===== config.mk =====
export PLATFORM = sky130hd
export DESIGN_NAME = spi_master_adapter
export DESIGN_NICKNAME = d
export VERILOG_FILES = /design/src/rtl/spi_adapter_pkg.sv /design/src/rtl/spi_master_adapter_queue.sv /design/src/rtl/spi_master_adapter.sv
export SDC_FILE = /design/constraint.sdc
export NUM_CORES = 1
export LEC_CHECK = 0
export ABC_CLOCK_PERIOD_IN_PS = 6200
export CAP_MARGIN = 20
export CORE_MARGIN = 5
export CORE_UTILIZATION = 40
export CTS_BUF_LIST = sky130_fd_sc_hd__clkbuf_16
export DETAILED_ROUTE_END_ITERATION = 16
export PLACE_DENSITY_LB_ADDON = 0.08
export SYNTH_ARGS = -nofsm -noshare
export SYNTH_HDL_FRONTEND = slang
export SYNTH_SLANG_ARGS = --single-unit

===== constraint.sdc =====
create_clock -name clk -period 6.2 [get_ports clk]
set_clock_uncertainty 0.1 [all_clocks]
set_input_delay 0.93 -clock clk [delete_from_list [all_inputs] [get_ports clk]]
set_output_delay 0.93 -clock clk [all_outputs]
set_load 0.05 [all_outputs]

===== src/rtl/spi_adapter_pkg.sv =====
// Shared definitions for the SPI master-side adapter: FSM states and header bit positions.
package spi_adapter_pkg;

  typedef enum logic [1:0] {
    IDLE,
    XFER,
    WAIT
  } state_t;

  // Outbound header bits
  function automatic int unsigned wrt_bit(input int unsigned nbits);
    return nbits - 1;
  endfunction

  function automatic int unsigned rd_bit(input int unsigned nbits);
    return nbits - 2;
  endfunction

  // Returned (minion) header bits
  function automatic int unsigned spc_bit(input int unsigned nbits);
    return nbits - 1;
  endfunction

  function automatic int unsigned val_bit(input int unsigned nbits);
    return nbits - 2;
  endfunction

endpackage


===== src/rtl/spi_master_adapter_queue.sv =====
// vc_Queue: normal (non-bypass) FIFO with val/rdy ports and a free-entry count.
module vc_Queue #(
  parameter int unsigned nbits       = 8,
  parameter int unsigned num_entries = 2
) (
  input  logic                               clk,
  input  logic                               reset,
  input  logic                               enq_val,
  output logic                               enq_rdy,
  input  logic [nbits-1:0]                   enq_msg,
  output logic                               deq_val,
  input  logic                               deq_rdy,
  output logic [nbits-1:0]                   deq_msg,
  output logic [$clog2(num_entries+1)-1:0]   num_free_entries
);

  localparam int unsigned AW = (num_entries > 1) ? $clog2(num_entries) : 1;
  localparam int unsigned CW = $clog2(num_entries + 1);
  localparam logic [AW-1:0] LAST_PTR = AW'(num_entries - 1);

  logic [nbits-1:0] mem [num_entries];
  logic [AW-1:0]    head;
  logic [AW-1:0]    tail;
  logic [CW-1:0]    count;
  logic             do_enq;
  logic             do_deq;

  assign enq_rdy          = (count != CW'(num_entries));
  assign deq_val          = (count != '0);
  assign deq_msg          = mem[head];
  assign num_free_entries = CW'(num_entries) - count;
  assign do_enq           = enq_val & enq_rdy;
  assign do_deq           = deq_val & deq_rdy;

  always_ff @(posedge clk) begin
    if (reset) begin
      head  <= '0;
      tail  <= '0;
      count <= '0;
      for (int unsigned i = 0; i < num_entries; i++) mem[i] <= '0;
    end else begin
      if (do_enq) begin
        mem[tail] <= enq_msg;
        tail      <= (tail == LAST_PTR) ? '0 : tail + 1'b1;
      end
      if (do_deq) head <= (head == LAST_PTR) ? '0 : head + 1'b1;
      unique case ({do_enq, do_deq})
        2'b10:   count <= count + 1'b1;
        2'b01:   count <= count - 1'b1;
        default: ;
      endcase
    end
  end

endmodule


===== src/rtl/spi_master_adapter.sv =====
// SPI master-side adapter: frames write payloads into SPI packets, polls the minion, buffers read data.
// Optional statistics counters enabled with `define SPI_MASTER_ADAPTER_STATS_EN.
module spi_master_adapter
  import spi_adapter_pkg::*;
#(
  parameter int unsigned nbits       = 8,
  parameter int unsigned rsp_entries = 2,
  parameter int unsigned poll_cycles = 16
) (
  input  logic               clk,
  input  logic               reset,
  input  logic [nbits-3:0]   recv_msg,
  input  logic               recv_val,
  output logic               recv_rdy,
  output logic [nbits-3:0]   send_msg,
  output logic               send_val,
  input  logic               send_rdy,
  output logic [nbits-1:0]   spi_send_msg,
  output logic               spi_send_val,
  input  logic               spi_send_rdy,
  input  logic [nbits-1:0]   spi_recv_msg,
  input  logic               spi_recv_val
`ifdef SPI_MASTER_ADAPTER_STATS_EN
  ,
  output logic [15:0]        stat_xfers,
  output logic [15:0]        stat_writes,
  output logic [15:0]        stat_reads,
  output logic [15:0]        stat_empty_polls
`endif
);

  localparam int unsigned PW      = nbits - 2;
  localparam int unsigned WRT_BIT = wrt_bit(nbits);
  localparam int unsigned RD_BIT  = rd_bit(nbits);
  localparam int unsigned SPC_BIT = spc_bit(nbits);
  localparam int unsigned VAL_BIT = val_bit(nbits);
  localparam int unsigned CW      = (poll_cycles > 1) ? $clog2(poll_cycles) : 1;
  localparam int unsigned FW      = $clog2(rsp_entries + 1);
  localparam logic [CW-1:0] POLL_LAST = CW'(poll_cycles - 1);

  state_t           state;
  state_t           state_next;
  logic [nbits-1:0] pkt;
  logic [nbits-1:0] pkt_next;
  logic [CW-1:0]    poll_cnt;
  logic [CW-1:0]    poll_cnt_next;
  logic             minion_spc;
  logic             minion_spc_next;

  logic             wr;
  logic             rd;
  logic             issue;
  logic [PW-1:0]    payload;
  logic             ret_spc;
  logic             ret_val;
  logic [PW-1:0]    ret_data;
  logic             enq_val;
  logic             enq_rdy;
  logic [FW-1:0]    num_free;

  assign wr       = recv_val & minion_spc;
  assign rd       = (num_free != '0);
  assign issue    = wr | (poll_cnt == POLL_LAST);
  assign payload  = wr ? recv_msg : '0;
  assign ret_spc  = spi_recv_msg[SPC_BIT];
  assign ret_val  = spi_recv_msg[VAL_BIT];
  assign ret_data = spi_recv_msg[PW-1:0];

  assign spi_send_msg = pkt;

  always_ff @(posedge clk) begin
    if (reset) begin
      state      <= IDLE;
      pkt        <= '0;
      poll_cnt   <= '0;
      minion_spc <= 1'b0;
    end else begin
      state      <= state_next;
      pkt        <= pkt_next;
      poll_cnt   <= poll_cnt_next;
      minion_spc <= minion_spc_next;
    end
  end

  always_comb begin
    state_next      = state;
    pkt_next        = pkt;
    poll_cnt_next   = poll_cnt;
    minion_spc_next = minion_spc;
    recv_rdy        = 1'b0;
    spi_send_val    = 1'b0;
    enq_val         = 1'b0;
    unique case (state)
      IDLE: begin
        // Payload is framed in the same cycle it is accepted, so recv_rdy needs no storage behind it.
        recv_rdy = minion_spc;
        if (issue) begin
          pkt_next      = {wr, rd, payload};
          poll_cnt_next = '0;
          state_next    = XFER;
        end else begin
          // Reaching POLL_LAST always issues, so this increment saturates there.
          poll_cnt_next = poll_cnt + 1'b1;
        end
      end
      XFER: begin
        spi_send_val = 1'b1;
        if (spi_send_rdy) state_next = WAIT;
      end
      WAIT: begin
        if (spi_recv_val) begin
          minion_spc_next = ret_spc;
          enq_val         = pkt[RD_BIT] & ret_val;
          state_next      = IDLE;
        end
      end
      default: state_next = IDLE;
    endcase
  end

  vc_Queue #(
    .nbits       (PW),
    .num_entries (rsp_entries)
  ) rsp_q (
    .clk              (clk),
    .reset            (reset),
    .enq_val          (enq_val),
    .enq_rdy          (enq_rdy),
    .enq_msg          (ret_data),
    .deq_val          (send_val),
    .deq_rdy          (send_rdy),
    .deq_msg          (send_msg),
    .num_free_entries (num_free)
  );

  // Read data is only legal when a read slot was reserved for it.
  assert property (@(posedge clk) disable iff (reset)
    (state == WAIT && spi_recv_val && ret_val) |-> pkt[RD_BIT]);

  assert property (@(posedge clk) disable iff (reset) enq_val |-> enq_rdy);

`ifdef SPI_MASTER_ADAPTER_STATS_EN
  logic done;
  assign done = (state == WAIT) & spi_recv_val;

  always_ff @(posedge clk) begin
    if (reset) begin
      stat_xfers       <= '0;
      stat_writes      <= '0;
      stat_reads       <= '0;
      stat_empty_polls <= '0;
    end else begin
      if (done)                   stat_xfers  <= stat_xfers + 1'b1;
      if (done & pkt[WRT_BIT])    stat_writes <= stat_writes + 1'b1;
      if (enq_val)                stat_reads  <= stat_reads + 1'b1;
      if (done & ~pkt[WRT_BIT] & ~ret_val) stat_empty_polls <= stat_empty_polls + 1'b1;
    end
  end
`endif

endmodule


==> Word-level counts from Yosys, hierarchy flattened <==
Memory sizes are Yosys's and may differ from the RTL's. A register that Yosys moved wholly into a read port is not among the register bits.
Cells that the tools add are included.
{ "op_classes": {"n_addsub": 6, "n_eq_ne": 9, "muxes": 23, "bitwise": 5, "reduce_logical": 8} }
{ "ops": {"columns": ["op", "n"], "rows": [
  ["1-bit 2-to-1 mux", 15],
  ["6-bit 2-to-1 mux", 2],
  ["2-bit != test (second input constant)", 4],
  ["2-bit 2-to-1 mux", 3],
  ["2-bit case mux with 3 select lines", 1],
  ["2-bit nonzero test", 3],
  ["6-bit OR reduction", 1],
  ["4-bit by 1-bit adder with 4-bit output (second input constant)", 1],
  ["1-bit AND", 4],
  ["2-bit by 1-bit equality test with 1-bit output (second input constant)", 2],
  ["2-bit equality test (second input constant)", 2],
  ["4-bit equality test (second input constant)", 1],
  ["4-bit 2-to-1 mux", 1],
  ["2-bit case mux with 2 select lines", 1],
  ["2-bit AND reduction", 2],
  ["3-bit AND reduction", 1],
  ["1-bit adder (second input constant)", 2],
  ["2-bit by 1-bit adder with 2-bit output (second input constant)", 1],
  ["2-bit logical NOT", 1],
  ["2-bit by 1-bit subtractor with 2-bit output (second input constant)", 1],
  ["2-bit subtractor (first input constant)", 1],
  ["1-bit bitwise OR", 1]
]} }
{ "word_totals": {"output_inout_bits": 17, "elab_cells": 59, "mem_bits_rw": 12, "regBits": 19, "memories": 1, "in_bits": 20} }
{ "memory_table": {"columns": ["memory", "depth", "word_bits", "read_ports", "rd_ports_with_merged_regs", "wr", "line", "text"], "rows": [
  ["rsp_q.mem", 2, 6, 1, 1, 2, "spi_master_adapter_queue.sv:21", "logic [nbits-1:0] mem [num_entries];"]
]} }

==> Depth between registers and ports, before layout <==
Gate-level depths: netlist (run 1).
{ "depth": {"ltp_word": 9, "mapped_depth": 7, "mapped_depth_nobuf": 6} }

==> Cells and area by module <==
Synthesis (run 1) repeated with hierarchy kept, for this count alone.
{ "hier_totals": {"hier_cells": 139, "area_unflattened_um2": 1421.4} }
{ "by_module_without_submodules": {"columns": ["mod", "cells_per_inst", "instances", "area_per_inst_um2", "seq_area_each_um2"], "rows": [
  ["vc_Queue", 72, 1, 794.5, 460.4],
  ["spi_master_adapter", 67, 1, 626.9, 300.3]
]} }

==> Worst setup path after synthesis (run 1) <==
OpenSTA, ideal clock, no wires.
{ "synth_timing": {"path_type": "input -> register", "startpoint": "input spi_recv_val", "endpoint": "register rsp_q.count[1]", "t_arrival_ps": 2259, "required_ps": 6029, "setup_slack_ps": 3770, "path_buffers": 0, "stages": 5, "setup_time_ps": 71, "cell_sequence": "nand3b_1 or3_1 ha_1 or3_1 a21oi_1"} }
{ "synth_via": {"elab_chain_len": 5, "word_cells_on_any_way": 7, "cone_classes": "eq/ne: 2; mux: 3; bitwise: 1; reduce/logical: 1"} }
{ "synth_rtl": {"columns": ["element", "line", "text"], "rows": [
  ["from (decl)", "spi_master_adapter.sv:22", "input logic spi_recv_val"],
  ["1-bit 2-to-1 mux (*)", "spi_master_adapter.sv:111", "if (spi_recv_val) begin"],
  ["1-bit 2-to-1 mux (*)", "spi_master_adapter.sv:93", "unique case (state)"],
  ["1-bit AND (*)", "spi_master_adapter_queue.sv:32", "assign do_enq = enq_val & enq_rdy;"],
  ["2-bit by 1-bit equality test with 1-bit output / 2-bit equality test (equally long branches)", "spi_master_adapter_queue.sv:47", "unique case ({do_enq, do_deq})"],
  ["2-bit case mux with 2 select lines / 2-bit nonzero test (equally long branches)", null, null],
  ["to (signal assigned)", "spi_master_adapter_queue.sv:48", "2'b10: count <= count + 1'b1;"],
  ["to (signal assigned)", "spi_master_adapter_queue.sv:49", "2'b01: count <= count - 1'b1;"],
  ["to (decl)", "spi_master_adapter_queue.sv:24", "logic [CW-1:0] count;"]
]} }
Mark *: on every way between the ends. The rest lies on a longest branch, timed or not.
A chain may end at the register's enable or synchronous reset.

==> Worst setup path after layout (run 1) <==
{ "layout_timing": {"startpoint": "register state[1]", "endpoint": "output recv_rdy"} }
{ "layout_via": {"elab_chain_len": 2} }
{ "layout_rtl": {"columns": ["element", "line", "text"], "rows": [
  ["from (decl)", "spi_master_adapter.sv:41", "state_t state;"],
  ["from (signal assigned)", "spi_master_adapter.sv:78", "state <= state_next;"],
  ["2-bit logical NOT", "spi_master_adapter.sv:93", null],
  ["1-bit 2-to-1 mux", "spi_master_adapter.sv:93", null],
  ["to (decl)", "spi_master_adapter.sv:14", "output logic recv_rdy,"]
]} }
Every way passes these cells.

==> results of run 1 <==
-- flip-flops by register name, indices dropped and copies added, names as in the netlist, named ones only --
signal and cells:
rsp_q.head 1, rsp_q.count 2, rsp_q.mem 12, state 2, poll_cnt 4, rsp_q.tail 1, spi_send_msg 8, minion_spc 1
-- kinds of logic (layout without fill, tap and decap cells) --
kind of cell | Yosys count | count (layout) | synth area share [%]
and+or+nand+nor | 49 | 49 | 20.3
muxes | 7 | 7 | 5.61
adders and majority gates | 2 | 2 | 1.81
buffers and inverters | 7 | 46 | 2.80
DFF | 32 | 32 | 55.0
xor gates and xnor gates | 3 | 3 | 1.90
AOI/OAI and AO/OA | 25 | 25 | 12.7
-- cell usage after synthesis, drive strengths merged, types with 2 or more instances --
cell type  instances  area, sq um
xnor2              2         17.5
mux2               6         67.6
and2              13         81.3
clkbuf             3         12.5
ha                 2         25.0
a22o               6         52.6
or4                2         15.0
nor4               2         12.5
nand2b             2         12.5
o21ai              2         10.0
dfxtp             20          400
nand3              3         15.0
edfxtp            12          360
a21oi              8         40.0
nor2b              2         12.5
or3                3         20.0
nand2              6         22.5
nor2               9         33.8
or2                2         12.5
nor4b              2         17.5
buf                3         22.5
-- through the flow --
step | cells | setup WS [ps]
CTS | 209 | 3250
global placement | 201 | 3100
finish | 210 | 3250
global route | 210 | 3100
detailed placement | 201 | 3090
floorplan | 125 | 3770
-- worst max path at each step --
stage / startpoint / endpoint / cells past startpoint
global placement: reset / spi_send_msg[4] / 3
floorplan: spi_recv_val / rsp_q.count[1] / 5
CTS: state[1] / recv_rdy / 3
detailed placement: reset / spi_send_msg[3] / 3
global route: state[1] / recv_rdy / 3
finish: state[1] / recv_rdy / 3
-- final cells by class --
class / instances / area, sq um
Tap cell: 46 / 57.6
Timing Repair Buffer: 37 / 365
Clock inverter: 3 / 37.5
Clock buffer: 5 / 125
Sequential cell: 32 / 761
Fill cell: 316 / 1400
Multi-Input combinational cell: 86 / 584
Inverter: 1 / 3.75
-- routing by layer --
layer / part of all wire [%] / GRT usage, % / routed length (um) / vias to the layer above
met4: 0.80 / 5.11 / 23 / 0
met1: 41 / 15.2 / 1170 / 497
met3: 6.6 / 5.35 / 189 / 2
met2: 52 / 23.0 / 1480 / 26
li1: - / - / - / 532
met5: 0 / 0 / 0 / -
-- power by group --
part / internal [mW] / leakage, nW / switching (mW)
Sequential: 0.222 / 0.285 / 0.00240
Combinational: 0.0167 / 0.350 / 0.0136
Clock: 0.186 / 0.0789 / 0.0782
==> impl_metrics.json, run 1 <==
{
  "cellPowerDensity_nw_per_um2": 268,
  "antenna_found_initial": 0,
  "core_sq_um": 3340,
  "start_util_pct": 41.5,
  "wl_um": 2870,
  "slew_headroom_pct": 42.3,
  "wl_per_cell_um": 13.6,
  "die_w_um": 68.8,
  "ioPinCount": 37,
  "cp_top_family": "buffers and inverters",
  "drtIter0Drc": 32,
  "cts_buffers": 5,
  "synth-seq-cells": 32,
  "whs_ps": 352,
  "setup_tns_ps": 0,
  "seq_area_frac_synth_pct": 55.0,
  "post-route-util_pct": 58.0,
  "slowest_stage": "clkdlybuf4s50_1",
  "worst_pin_slew_ps": 853,
  "antenna_cells": 0,
  "path_buf_inv": 1,
  "maxCapViolations": 0,
  "cts-hold-fix-buffers": 0,
  "postRouteAntennaNets": 0,
  "most-common-layout-cells": "clkdlybuf4s50_1, dfxtp_1, and2_1",
  "syn_to_final_growth_pct": 39.8,
  "slowest_delay_ps": 800,
  "r2r-end": "rsp_q.count[1]",
  "grt_overflow": 0,
  "vias_per_cell": 5.03,
  "synth.distinct_cells": 41,
  "dpl_cell_area_sq_um": 1770,
  "grt.total_usage_pct": 13.5,
  "path_clk_slew_ps": 50,
  "num_rows": 21,
  "min_period_ps": 2950,
  "endpoint_kind": "primary output",
  "root_buffer": "clkbuf_16",
  "r2r_cells": 5,
  "final_area_sq_um": 1930,
  "die_height_um": 68.8,
  "crit_arrival_ps": 1920,
  "crit_type": "flop to primary output",
  "outcome": "completed",
  "start_kind": "flop",
  "hold_viol": 0,
  "grt_max_degree": 20,
  "htreeDepth": 2,
  "synth.net_count": 147,
  "grt_pass1_vias": 1046,
  "holdCritPathClass": "flop to flop",
  "rsz0062_at_grt": "no",
  "synth_edf_count": 12,
  "r2r_slack_ps": 4040,
  "cts.repair.resized": 0,
  "slew_violations": 0,
  "syn-mean-instance-area_sq_um": 11.1,
  "whs_endpoint": "spi_send_msg[7]",
  "drc": 0,
  "async_reset_ff_share_pct": 0,
  "globalplace.congestion": 0.856,
  "syn_inst": 125,
  "max_clock_freq_mhz": 339,
  "cts_setup_buffers": 0,
  "dr.pass1.iters": 4,
  "min_period_over_period_pct": 47.6,
  "layout_commonest_cell": "clkdlybuf4s50_1",
  "syn-cell-area_sq_um": 1380,
  "path_cells": "nor2_1 > and2_1 > clkdlybuf4s50_1",
  "drive_above_1_share_pct": 9.76,
  "vdd_drop_max_mv": 0.178,
  "dp_hpwl_um": 2170,
  "cp_data_required_time_ps": 5170,
  "power_mw": 0.519,
  "r2r_start": "state[1]",
  "holdPathStages": 1,
  "grt_pass1_wl_um": 4710,
  "portBuffers": 36,
  "layout.nets": 185,
  "worstSkewPairLatency_ps": 260,
  "vias": 1057,
  "cp_max_fo": 9,
  "finalSetupViolCount": 0,
  "cts_tree": "done",
  "cts.sinks": 32,
  "yosysWarnings": 0,
  "dieArea_sq_um": 4740,
  "p_leak_nw": 0.715,
  "holdCritStartpoint": "spi_send_msg[7]",
  "clockBufferDepth": 2,
  "synthFlopType": "dfxtp_1"
}
Power figures use the tool's default switching activity.
==> inputs of run 2 (changes only) <==
- ABC_CLOCK_PERIOD_IN_PS: 6200 -> 3000
- clock period: 6.2 -> 3 ns (I/O delays scaled with it)
==> impl_metrics.json, run 2 (synthesis results as in run 1) <==
{
  "holdCritPathClass": "flop to flop",
  "grt_max_degree": 19,
  "clockBufferDepth": 2,
  "wl_per_cell_um": 13.2,
  "postRouteAntennaNets": 0,
  "vias_per_cell": 5.00,
  "setup_slack_ps": 519,
  "worstSkewPairLatency_ps": 270,
  "ioPinCount": 37,
  "htreeDepth": 2,
  "p_leak_nw": 0.725,
  "cts_setup_buffers": 0,
  "core_sq_um": 3340,
  "cts.repair.resized": 0,
  "drtIter0Drc": 40,
  "endpoint_kind": "primary output",
  "dr.pass1.iters": 4,
  "syn_to_final_growth_pct": 41.0,
  "cp_max_fo": 9,
  "min_period_ps": 2480,
  "layout_commonest_cell": "clkdlybuf4s50_1",
  "wl_um": 2800,
  "path_clk_slew_ps": 50,
  "finalSetupViolCount": 0,
  "cts-hold-fix-buffers": 0,
  "maxCapViolations": 0,
  "worst_pin_slew_ps": 702,
  "start_util_pct": 41.5,
  "dieArea_sq_um": 4740,
  "dp_hpwl_um": 2060,
  "antenna_found_initial": 0,
  "largest_register_ffs": 12,
  "vias": 1061,
  "antenna_cells": 0,
  "most-common-layout-cells": "clkdlybuf4s50_1, dfxtp_1, and2_1",
  "portBuffers": 36,
  "grt_pass1_vias": 1081,
  "crit_arrival_ps": 1930,
  "hold_viol": 0,
  "num_rows": 21,
  "max_clock_freq_mhz": 403,
  "cts_tree": "done",
  "drive_above_1_share_pct": 10.8,
  "grt_pass1_wl_um": 4750,
  "slowest_stage": "clkdlybuf4s50_1",
  "slew_violations": 0,
  "cts.sinks": 32,
  "root_buffer": "clkbuf_16",
  "seqCellArea_sq_um": 761,
  "grt.total_usage_pct": 13.8,
  "layout.nets": 187,
  "setup_tns_ps": 0,
  "slew_headroom_pct": 52.8,
  "min_period_over_period_pct": 82.7,
  "die_w_um": 68.8,
  "slowest_delay_ps": 800,
  "rsz0062_at_grt": "no",
  "globalplace.congestion": 0.852,
  "grt_overflow": 0,
  "n_fill_cell": 300,
  "start_kind": "flop",
  "vdd_drop_max_mv": 0.495,
  "path_cells": "nor2_1 > and2_1 > clkdlybuf4s50_1",
  "drc": 0,
  "cellPowerDensity_nw_per_um2": 553,
  "outcome": "completed",
  "cts_buffers": 5,
  "multi_input_area_sq_um": 584,
  "cp_data_required_time_ps": 2450,
  "crit_type": "flop to primary output",
  "pre_cts_ws_ps": 413,
  "die_height_um": 68.8,
  "top_register": "rsp_q.mem"
}
==> run 2: cell count changes in the layout (fill, tap and decap cells not counted), sizes merged <==
cell	change
buf	+2
==> run 2: per-layer routing <==
metal	wire length [um]	GRT usage [%]	part of all wire, %	vias up
met3	158	6.32	5.6	2
met2	1430	23.2	51	26
li1	-	-	-	534
met5	0	0	0	-
met4	9	4.62	0.32	0
met1	1200	15.3	43	499
==> run 2: report_power, final <==
part           switching, mW  internal (mW)
registers            0.00514          0.459
clock network          0.166          0.385
logic                 0.0284         0.0352
total                  0.200          0.879
==> run 2: layout make-up <==
| class | instances | area share (%) |
|---|---|---|
| flip-flops and latches | 32 | 39.0 |
| multi-input cells | 86 | 29.9 |
| repair buffers | 39 | 19.6 |
| clock buffers | 5 | 6.41 |
| well taps | 46 | 2.95 |
| clock inverters | 3 | 1.92 |
| inverters | 1 | 0.192 |
==> run 2: worst paths after layout <==
check                  startpoint              end  slack, ps  cells after the start
setup / recovery         state[1]         recv_rdy        520                      3
hold / removal    spi_send_msg[7]  spi_send_msg[7]        360                      1
setup reg to reg         state[1]   rsp_q.count[1]        850                      5
hold reg to reg   spi_send_msg[7]  spi_send_msg[7]        360                      1
==> run 2: through the flow <==
| step | total power, mW | util [%] | hold WS, ps | cell area (sq um) | instances |
|---|---|---|---|---|---|
| detailed placement | 0.537 | 53.6 | 348 | 1790 | 204 |
| global route | 1.13 | 58.5 | 389 | 1950 | 212 |
| finish | 1.08 | 58.5 | 355 | 1950 | 212 |
| floorplan | 0.500 | - | 349 | 1380 | 125 |
| CTS | 1.09 | 58.5 | 361 | 1950 | 212 |
| global placement | 0.536 | 53.6 | 334 | 1790 | 204 |
==> run 2: worst max-delay path, delay by kind of cell, from the launching register on <==
family | cells | cell delay, ps
buf+inv | 1 | 800
flops | 1 | 380
simple gates | 2 | 480
